## config.mk

```make
export PLATFORM = sky130hd
export DESIGN_NAME = mips_run_monitor
export DESIGN_NICKNAME = d
export VERILOG_FILES = /design/src/rtl/mips_mon_pkg.sv /design/src/rtl/mips_run_monitor_bp_match.sv /design/src/rtl/mips_run_monitor.sv
export SDC_FILE = /design/constraint.sdc
export NUM_CORES = 1
export LEC_CHECK = 0
export BUFFER_PORTS_ARGS = -buffer_cell sky130_fd_sc_hd__buf_4
export CORE_AREA = 10 10 164 166
export CTS_CLUSTER_DIAMETER = 100
export CTS_CLUSTER_SIZE = 20
export DETAILED_ROUTE_END_ITERATION = 10
export DIE_AREA = 0 0 174 176
export PLACE_DENSITY = 0.71
export SYNTH_ARGS = -nofsm -noshare
export SYNTH_HDL_FRONTEND = slang
export SYNTH_HIERARCHICAL = 1
export SYNTH_SLANG_ARGS = --single-unit
```

## constraint.sdc

```tcl
create_clock -name clk -period 3.2 [get_ports clk]
set_input_delay 0.64 -clock clk [delete_from_list [all_inputs] [get_ports clk]]
set_output_delay 0.64 -clock clk [all_outputs]
set_load 0.05 [all_outputs]
```

## src/rtl/mips_mon_pkg.sv

```systemverilog
// Shared types for the MIPS run monitor: stop causes, FSM states and a width helper.
package mips_mon_pkg;

   typedef enum logic [1:0] {
      NONE    = 2'd0,
      BP      = 2'd1,
      LOOP    = 2'd2,
      TIMEOUT = 2'd3
   } stop_cause_t;

   typedef enum logic [1:0] {
      RUN   = 2'd0,
      DRAIN = 2'd1,
      DONE  = 2'd2
   } mon_state_t;

   // Index width for n slots, never below one bit.
   function automatic int unsigned idx_width(input int unsigned n);
      return (n > 1) ? $clog2(n) : 1;
   endfunction

endpackage

```

## src/rtl/mips_run_monitor_bp_match.sv

```systemverilog
// Breakpoint comparators with a lowest-index-wins priority encoder.
module bp_match
   import mips_mon_pkg::*;
#(
   parameter int unsigned PC_W = 32,
   parameter int unsigned N_BP = 4,
   localparam int unsigned IDX_W = idx_width(N_BP)
) (
   input  logic [PC_W-1:0]      pc,
   input  logic                 pc_valid,
   input  logic [N_BP*PC_W-1:0] bp_addr,
   input  logic [N_BP-1:0]      bp_en,
   output logic                 hit,
   output logic [IDX_W-1:0]     idx,
   output logic [N_BP-1:0]      pc_eq
);

   // Raw address compare, independent of enables and validity.
   always_comb begin
      pc_eq = '0;
      for (int i = 0; i < int'(N_BP); i++) begin
         pc_eq[i] = (pc == bp_addr[i*PC_W +: PC_W]);
      end
   end

   // Scanning downward lets the lowest matching slot be the final assignment.
   always_comb begin
      hit = 1'b0;
      idx = '0;
      for (int i = int'(N_BP) - 1; i >= 0; i--) begin
         if (pc_valid && bp_en[i] && pc_eq[i]) begin
            hit = 1'b1;
            idx = IDX_W'(i);
         end
      end
   end

endmodule

```

## src/rtl/mips_run_monitor.sv

```systemverilog
// Run-control monitor: stops on breakpoint, self-loop or timeout, drains, then requests a halt.
module mips_run_monitor
   import mips_mon_pkg::*;
#(
   parameter int unsigned PC_W      = 32,
   parameter int unsigned N_BP      = 4,
   parameter int unsigned DRAIN_CYC = 2,
   parameter int unsigned STUCK_LIM = 4,
   parameter int unsigned CNT_W     = 32,
   localparam int unsigned IDX_W    = idx_width(N_BP)
) (
   input  logic                 clk,
   input  logic                 start,
   input  logic [PC_W-1:0]      pc,
   input  logic                 pc_valid,
   input  logic [N_BP*PC_W-1:0] bp_addr,
   input  logic [N_BP-1:0]      bp_en,
   input  logic [CNT_W-1:0]     timeout_lim,
   input  logic                 resume,
   output logic                 halt_req,
   output logic                 done,
   output logic [1:0]           stop_cause,
   output logic [IDX_W-1:0]     hit_idx,
   output logic [PC_W-1:0]      stop_pc,
   output logic [CNT_W-1:0]     cycle_cnt,
   output logic [CNT_W-1:0]     retire_cnt
);

   localparam int unsigned STK_W = (STUCK_LIM > 0) ? $clog2(STUCK_LIM + 1) : 1;
   localparam int unsigned DRN_W = (DRAIN_CYC > 1) ? $clog2(DRAIN_CYC) : 1;

   mon_state_t       state_q, state_d;
   stop_cause_t      cause_q, cause_d;
   logic [DRN_W-1:0] drain_q, drain_d;
   logic [STK_W-1:0] stuck_q, stuck_d;
   logic [PC_W-1:0]  prev_pc_q, prev_pc_d;
   logic             prev_vld_q, prev_vld_d;
   logic [N_BP-1:0]  mask_q, mask_d;
   logic [N_BP-1:0]  slots_q, slots_d;
   logic [IDX_W-1:0] idx_q, idx_d;
   logic [PC_W-1:0]  spc_q, spc_d;
   logic [CNT_W-1:0] cyc_q, cyc_d;
   logic [CNT_W-1:0] ret_q, ret_d;
   logic             done_q, done_d;
   logic             halt_q, halt_d;

   logic             bp_hit;
   logic [IDX_W-1:0] bp_idx;
   logic [N_BP-1:0]  pc_eq;
   logic             same_pc;
   logic [STK_W-1:0] stuck_inc;
   logic             loop_hit;
   logic             tmo_hit;

   // Slots masked after a breakpoint resume are hidden from the matcher.
   bp_match #(
      .PC_W (PC_W),
      .N_BP (N_BP)
   ) u_bp_match (
      .pc       (pc),
      .pc_valid (pc_valid),
      .bp_addr  (bp_addr),
      .bp_en    (bp_en & ~mask_q),
      .hit      (bp_hit),
      .idx      (bp_idx),
      .pc_eq    (pc_eq)
   );

   assign same_pc   = prev_vld_q && (pc == prev_pc_q);
   assign stuck_inc = stuck_q + STK_W'(1);
   assign loop_hit  = (STUCK_LIM != 0) && pc_valid && same_pc &&
                      (stuck_inc == STK_W'(STUCK_LIM));
   assign tmo_hit   = (timeout_lim != '0) && ((cyc_q + CNT_W'(1)) == timeout_lim);

   always_comb begin
      state_d    = state_q;
      cause_d    = cause_q;
      drain_d    = drain_q;
      stuck_d    = stuck_q;
      prev_pc_d  = prev_pc_q;
      prev_vld_d = prev_vld_q;
      mask_d     = mask_q;
      slots_d    = slots_q;
      idx_d      = idx_q;
      spc_d      = spc_q;
      cyc_d      = cyc_q;
      ret_d      = ret_q;
      done_d     = done_q;
      halt_d     = halt_q;

      unique case (state_q)
         RUN: begin
            if (cyc_q != '1) cyc_d = cyc_q + CNT_W'(1);
            if (pc_valid && (ret_q != '1)) ret_d = ret_q + CNT_W'(1);

            if (pc_valid) begin
               prev_pc_d  = pc;
               prev_vld_d = 1'b1;
               stuck_d    = same_pc ? stuck_inc : '0;
               if ((pc_eq & mask_q) == '0) mask_d = '0;
            end

            if (bp_hit || loop_hit || tmo_hit) begin
               spc_d   = pc;
               idx_d   = bp_hit ? bp_idx : '0;
               cause_d = bp_hit ? BP : (loop_hit ? LOOP : TIMEOUT);
               slots_d = bp_hit ? (pc_eq & bp_en & ~mask_q) : '0;
               if (DRAIN_CYC == 0) begin
                  state_d = DONE;
                  done_d  = 1'b1;
                  halt_d  = 1'b1;
               end else begin
                  state_d = DRAIN;
                  drain_d = DRN_W'(DRAIN_CYC - 1);
               end
            end
         end

         DRAIN: begin
            if (drain_q == '0) begin
               state_d = DONE;
               done_d  = 1'b1;
               halt_d  = 1'b1;
            end else begin
               drain_d = drain_q - DRN_W'(1);
            end
         end

         DONE: begin
            // The breakpoint slots that fired stay masked until the PC moves on.
            if (resume) begin
               state_d    = RUN;
               done_d     = 1'b0;
               halt_d     = 1'b0;
               cause_d    = NONE;
               idx_d      = '0;
               spc_d      = '0;
               stuck_d    = '0;
               prev_vld_d = 1'b0;
               mask_d     = slots_q;
               slots_d    = '0;
            end
         end

         default: state_d = RUN;
      endcase
   end

   always_ff @(posedge clk or negedge start) begin
      if (!start) begin
         state_q    <= RUN;
         cause_q    <= NONE;
         drain_q    <= '0;
         stuck_q    <= '0;
         prev_pc_q  <= '0;
         prev_vld_q <= 1'b0;
         mask_q     <= '0;
         slots_q    <= '0;
         idx_q      <= '0;
         spc_q      <= '0;
         cyc_q      <= '0;
         ret_q      <= '0;
         done_q     <= 1'b0;
         halt_q     <= 1'b0;
      end else begin
         state_q    <= state_d;
         cause_q    <= cause_d;
         drain_q    <= drain_d;
         stuck_q    <= stuck_d;
         prev_pc_q  <= prev_pc_d;
         prev_vld_q <= prev_vld_d;
         mask_q     <= mask_d;
         slots_q    <= slots_d;
         idx_q      <= idx_d;
         spc_q      <= spc_d;
         cyc_q      <= cyc_d;
         ret_q      <= ret_d;
         done_q     <= done_d;
         halt_q     <= halt_d;
      end
   end

   assign halt_req   = halt_q;
   assign done       = done_q;
   assign stop_cause = cause_q;
   assign hit_idx    = idx_q;
   assign stop_pc    = spc_q;
   assign cycle_cnt  = cyc_q;
   assign retire_cnt = ret_q;

endmodule

```

==> impl_metrics.env, run 1 <==
export IMPL_status="finished, final reports clean"
export IMPL_fmax_mhz=323
export IMPL_cp_arrival_ns=3.46
export IMPL_drv_slew=0
export IMPL_critPathLaunchType="flip-flop"
export IMPL_grt_pass1_wl_um=55200
export IMPL_synth_seq_area_share_pct=39.7
export IMPL_post_route_period_util_pct=96.8
export IMPL_die_area_mm2=0.0306
export IMPL_cp_cell_sequence="ha_4 > nand4_4 > or4_4 > or4_1 > a32oi_1 > a2111o_1 > nor4_4 > buf_4 > o31ai_4 > buf_12 > a32o_2"
export IMPL_async_flop_share_pct=100
export IMPL_ctsLongestPathBuffers=2
export IMPL_finalPower_uw=5730
export IMPL_ir_drop_v=0.000607
export IMPL_min_period_ns=3.10
export IMPL_drc=0
export IMPL_slowest_stage="or4_1"
export IMPL_hold_viol=0
export IMPL_drv_cap=0
export IMPL_place_ws_ns=-0.0491
export IMPL_synth_distinct_cells=68
export IMPL_dp_hpwl_um=28600
export IMPL_syn_nets=1178
export IMPL_leakagePower_uw=0.00634
export IMPL_dieHeight_um=176
export IMPL_numCtsBuffers=17
export IMPL_synth_ff_type="dfrtp_1"
export IMPL_final_cell_mix="366 x buf_4, 188 x xor2_1, 154 x nand2_1, 127 x dfrtp_1, 69 x xnor2_1"
export IMPL_r2r_slack_ns=0.10
export IMPL_fin_tns_setup_ns=0
export IMPL_num_antenna_cells=0
export IMPL_syn_instance_count=974
export IMPL_nNetsFinal=1527
export IMPL_holdBufCountCts=0
export IMPL_cts_htree_levels=4
export IMPL_timing_rr_start="cycle_cnt[0]"
export IMPL_cts_sinks=148
export IMPL_max_slew_margin_pct=54.5
export IMPL_vias_per_cell=5.39
export IMPL_path_class="reg2reg"
export IMPL_dr_pass1_iters=5
export IMPL_critPathMaxFanout=20
export IMPL_finalSetupViolations=0
export IMPL_worstSkewPairLatency_ns=0.43
export IMPL_antenna_found_initial=0
export IMPL_worst_ep_required_time_ns=3.56
export IMPL_syn_avg_cell_area_um2=9.57
export IMPL_final_cell_count_no_fill=1659
export IMPL_io_pins=302
export IMPL_gp_congestion=0.947
export IMPL_die_x_um=174
export IMPL_finalClockSkew_ns=0.0132
export IMPL_tritoncts="built"
export IMPL_grt_use_total_pct=22.9
export IMPL_drive_gt1_share_pct=36.3
export IMPL_grt_pass1_vias=9216
export IMPL_grt_max_degree=72
export IMPL_ys_ff_latch=148
export IMPL_routed_wl_um=36400
export IMPL_synth_cell_area_mm2=0.00932
export IMPL_io_buffers=301
export IMPL_syn_to_final_growth_pct=39.9
export IMPL_final_common_cell="buf_4"
export IMPL_tightest_slew_ns=0.683
export IMPL_rows=57
export IMPL_cp_end_kind="flip-flop"
export IMPL_path_clk_slew_ns=0.07
export IMPL_hp_class="in2async"
export IMPL_utilization_pct=54.8
export IMPL_rsz0062_at_grt="yes"
export IMPL_via_count=8937
export IMPL_dpl_cell_count=1621
export IMPL_synth_edf_count=0
export IMPL_drt_iter0_drc=604
export IMPL_postRouteAntennaNets=0
export IMPL_rr_worst_depth=11
export IMPL_grt_remaining_overflow=0
export IMPL_cp_slowest_stage_delay_ns=0.55
export IMPL_yosys_warnings=6
export IMPL_avgRoutedWirePerCell_um=21.9
export IMPL_core_area_mm2=0.0238
export IMPL_r2r_end="stop_pc[19]"
export IMPL_initial_core_util_pct=39.1
export IMPL_cts_root_buf="clkbuf_16"
export IMPL_powerDensity_mw_per_mm2=439
export IMPL_fillers=2238
export IMPL_fin_ws_ns=0.101
## where the power goes
group / leakage [uW] / switching, uW / internal, uW
clock network: 0.000272 / 816 / 1190
logic: 0.00413 / 915 / 644
registers: 0.00194 / 155 / 2010
## metrics by stage
stage	hold slack, ns	instance area (um2)
floorplan	0.344	9420
global placement	0.464	12300
detailed placement	0.472	12300
CTS	0.249	12900
finish	0.219	13000
global route	0.271	13000
## timing repair
| item | in CTS | in global routing |
|---|---|---|
| endpoints found under the setup margin | 0 | 39 |
| setup buffers | 0 | 7 |
| gates resized for setup | 0 | 16 |
## critical path, delay by kind of cell, from the launching register on
family | cells | cell delay [ns]
flops | 1 | 0.45
buf+inv | 2 | 0.34
compound gates | 4 | 0.85
fa+ha+maj | 1 | 0.17
simple gates | 4 | 1.19
## logic make-up after synthesis
| logic type | Yosys count | synth area share, % |
|---|---|---|
| fa+ha+maj | 4 | 0.537 |
| simple gates | 397 | 22.2 |
| flops | 148 | 39.7 |
| compound gates | 102 | 9.33 |
| xor+xnor | 257 | 24.1 |
| buf+inv | 58 | 3.18 |
| mux | 8 | 0.899 |
## Yosys cell counts (all sizes together) (3+ instances only)
master | n | share of area (%)
a211oi | 3 | 0.24
a21oi | 8 | 0.43
a31oi | 5 | 0.34
a32o | 37 | 4.3
and2 | 8 | 0.55
and3 | 10 | 0.67
and4 | 8 | 0.75
buf | 21 | 1.7
clkbuf | 22 | 0.89
dfrtp | 148 | 40
ha | 4 | 0.54
inv | 15 | 0.60
mux2 | 3 | 0.36
mux2i | 5 | 0.54
nand2 | 154 | 6.2
nand3 | 33 | 1.8
nand4 | 40 | 3.0
nand4b | 3 | 0.28
nor2 | 42 | 1.7
nor2b | 8 | 0.54
nor3 | 18 | 0.97
nor4 | 56 | 4.3
o211ai | 3 | 0.24
o21ai | 17 | 0.91
o31ai | 4 | 0.38
or3 | 4 | 0.31
or4 | 4 | 0.32
xnor2 | 69 | 6.5
xor2 | 188 | 18
## metal layers
metal	track usage [%]	vias to the layer above	share of wire, %
met5	0	-	0
met4	8.37	0	3.4
met3	6.47	75	7.7
met2	40.0	416	49
met1	26.4	4302	40
li1	-	4144	-
## area by class of cell
type	instances	area [um2]	share of cell area, %
sequential	148	3730	28.6
timing repair buffer	373	2850	21.9
clock buffer	21	460	3.53
inverter	15	56.3	0.431
clock inverter	10	125	0.959
multi-input combinational	768	5420	41.5
tap	324	405	3.11
## state kept, by name, summed over array words and instances, names as in the netlist
signal	cells
state_q	2
stop_pc	32
cycle_cnt	32
hit_idx	2
mask_q	4
slots_q	4
stuck_q	3
retire_cnt	32
prev_pc_q	32
prev_vld_q	1
drain_q	1
halt_req	1
stop_cause	2
## how the worst max path moves through the flow
stage | start | to | slack [ns] | cells past startpoint
final | cycle_cnt[0] | stop_pc[19] | 0.10 | 11
after global routing | cycle_cnt[26] | stop_pc[19] | -0.02 | 11
after CTS | cycle_cnt[0] | stop_pc[1] | 0.006 | 10
after detailed placement | timeout_lim[19] | stop_pc[19] | -0.05 | 10
after global placement | timeout_lim[19] | stop_pc[1] | -0.02 | 10
after floorplan | cycle_cnt[9] | stop_pc[10] | -0.08 | 12
No activity file was read; power rests on OpenSTA's default activity.
==> inputs of run 2 (changes only) <==
--- a/config.mk
+++ b/config.mk
@@ -14,5 +14,4 @@
 export PLACE_DENSITY = 0.71
 export SYNTH_ARGS = -nofsm -noshare
 export SYNTH_HDL_FRONTEND = slang
-export SYNTH_HIERARCHICAL = 1
 export SYNTH_SLANG_ARGS = --single-unit
==> run 2 against run 1 <==
  * Sequential power decreased by 6%
  * Non-clock buffer count increased by 56
  * Combinational power decreased by 36%
  * Clock power decreased by 2%
  * Via count increased by 3.9%
  * Total power decreased by 13%
  * Cell area increased by 2.8%
  * Routed wire length increased by 5.8%
  * First-iteration DRC count increased by 22%
  * Sequential share of layout area decreased by 0.83 points
  * Area after synthesis increased by 0.20%
  * Hold slack got worse by 0.015 ns
  * Critical path type unchanged
  * Critical endpoint is now stop_pc[10]
  * Largest power group unchanged
==> impl_metrics.env, run 2 <==
export IMPL_drt_iter0_drc=734
export IMPL_dp_hpwl_um=30600
export IMPL_synth_edf_count=0
export IMPL_async_flop_share_pct=100
export IMPL_grt_use_total_pct=23.9
export IMPL_finalClockSkew_ns=0.0187
export IMPL_numCtsBuffers=17
export IMPL_ir_drop_v=0.000463
export IMPL_cts_root_buf="clkbuf_16"
export IMPL_fillers=2173
export IMPL_fmax_mhz=314
export IMPL_drv_cap=0
export IMPL_fin_ws_ns=0.0127
export IMPL_initial_core_util_pct=39.2
export IMPL_postRouteAntennaNets=0
export IMPL_syn_instance_count=1016
export IMPL_tritoncts="built"
export IMPL_synth_seq_area_share_pct=39.6
export IMPL_drc=0
export IMPL_drive_gt1_share_pct=35.6
export IMPL_path_clk_slew_ns=0.08
export IMPL_crit_top_cell="buf_4"
export IMPL_cp_slowest_stage_delay_ns=0.42
export IMPL_cts_sinks=148
export IMPL_regArea_mm2=0.00373
export IMPL_finalPower_uw=5000
export IMPL_vias_per_cell=5.36
export IMPL_nNetsFinal=1599
export IMPL_yosys_top_cells_area="dfrtp_1 40%, xor2_1 15%, xnor2_1 9.7%"
export IMPL_synth_distinct_cells=61
export IMPL_grt_pass1_vias=9548
export IMPL_synth_cell_area_mm2=0.00934
export IMPL_syn_to_final_growth_pct=43.6
export IMPL_io_buffers=301
export IMPL_path_class="reg2reg"
export IMPL_hold_viol=0
export IMPL_drv_slew=0
export IMPL_status="finished, final reports clean"
export IMPL_num_antenna_cells=0
export IMPL_rsz0062_at_grt="yes"
export IMPL_ctsLongestPathBuffers=2
export IMPL_finalSetupViolations=0
export IMPL_tightest_slew_ns=0.900
export IMPL_dieHeight_um=176
export IMPL_multi_input_area_mm2=0.00529
export IMPL_gp_congestion=0.983
export IMPL_antenna_found_initial=1
export IMPL_ys_ff_latch=148
export IMPL_dr_pass1_iters=5
export IMPL_max_slew_margin_pct=39.5
export IMPL_yosysTopAreaCellShare_pct=39.6
export IMPL_slowest_stage="dfrtp_2"
export IMPL_leakagePower_uw=0.00644
export IMPL_via_count=9287
export IMPL_holdWs_ns=0.204
export IMPL_cp_end_kind="flip-flop"
export IMPL_r2r_slack_ns=0.01
export IMPL_yosys_area_top_type="dfrtp_1"
export IMPL_cp_arrival_ns=3.55
export IMPL_avgRoutedWirePerCell_um=22.2
export IMPL_grt_pass1_wl_um=57500
export IMPL_die_area_mm2=0.0306
export IMPL_powerDensity_mw_per_mm2=372
export IMPL_rows=57
export IMPL_grt_remaining_overflow=0
export IMPL_place_ws_ns=-0.170
export IMPL_critPathMaxFanout=8
export IMPL_io_pins=302
export IMPL_yosysMostFrequentCell="xor2_1"
export IMPL_die_x_um=174
export IMPL_core_area_mm2=0.0238
export IMPL_synth_common_cells="155 x xor2_1, 151 x nand2_1, 148 x dfrtp_1"
export IMPL_final_cell_mix="419 x buf_4, 155 x xor2_1, 151 x nand2_1, 129 x dfrtp_1, 104 x xnor2_1"
export IMPL_routed_wl_um=38500
export IMPL_min_period_ns=3.19
export IMPL_critPathLaunchType="flip-flop"
export IMPL_cts_htree_levels=4
export IMPL_cp_cell_sequence="buf_4 > and4_2 > and4_1 > xnor2_1 > a221oi_1 > nand4_1 > nor4_2 > buf_4 > nand2_4 > buf_6 > a21oi_4 > buf_12 > clkbuf_16 > a22o_1"
export IMPL_hp_class="in2async"
export IMPL_worst_ep_required_time_ns=3.56
export IMPL_syn_nets=1220
export IMPL_grt_max_degree=69
export IMPL_synth_ff_type="dfrtp_1"
export IMPL_yosys_warnings=0
export IMPL_post_route_period_util_pct=99.6
export IMPL_syn_avg_cell_area_um2=9.20
export IMPL_worstSkewPairLatency_ns=0.43
export IMPL_holdBufCountCts=0
export IMPL_final_common_cell="buf_4"
==> run 2: path summary, 6_finish.rpt <==
| path | startpoint | to | depth (start not counted) |
|---|---|---|---|
| min in group clk | resume | state_q[1] | 2 |
| max reg2reg | cycle_cnt[0] | stop_pc[10] | 14 |
| max in group asynchronous | start | stop_pc[9] | 2 |
| max | cycle_cnt[0] | stop_pc[10] | 14 |
| min | start | cycle_cnt[9] | 1 |
| min reg2reg | stuck_q[2] | stuck_q[2] | 2 |
==> run 2: where the power goes <==
part           internal [uW]  switching (uW)
Sequential              1950            78.3
Clock                   1090             881
Combinational            449             554
Total                   3490            1510
==> run 2: area by class of cell <==
type,instances,share of cell area (%)
multi-input cells,776,39.4
repair buffers,429,24.9
clock inverters,15,1.10
well taps,324,3.02
flip-flops and latches,148,27.8
clock buffers,17,3.17
inverters,23,0.643
==> run 2: repair_timing <==
item,4_1_cts,5_1_grt
gates resized for setup,3,11
cloned,0,3
hold endpoints to repair,0,0
endpoints found under the setup margin,35,42
pin swaps,0,4
buffers inserted,0,4
==> run 2: logic make-up (layout without fill, tap and decap cells) <==
logic type	Yosys count	count (layout)	synth area share, %
and+or+nand+nor	397	397	21.8
buffers and inverters	93	484	4.42
DFF	148	148	39.6
muxes	3	3	0.335
xor gates and xnor gates	259	259	24.3
AOI/OAI and AO/OA	112	113	9.01
adders and majority gates	4	4	0.536
==> run 2: stage by stage <==
stage | cells | area, um2 | utilization [%] | setup TNS, ns
2_1_floorplan | 1016 | 9390 | - | -0.743
3_3_place_gp | 1693 | 12700 | 53.3 | -8.84
3_5_place_dp | 1693 | 12700 | 53.3 | -6.07
4_1_cts | 1725 | 13300 | 55.8 | 0
5_1_grt | 1732 | 13400 | 56.3 | -4.46
6_report | 1732 | 13400 | 56.3 | 0
==> run 2: critical path: cells and delay by family, from the launching register on <==
kind | cells | cell delay (ns)
AOI/OAI and AO/OA | 3 | 0.63
DFF | 1 | 0.42
xor gates and xnor gates | 1 | 0.14
buffers and inverters | 5 | 0.77
and+or+nand+nor | 5 | 1.16
==> run 2: metal layers <==
metal	routed length (um)	GRT usage, %
met1	15900	29.3
met2	18800	41.2
met3	2710	4.93
met4	1040	8.05
met5	11	0
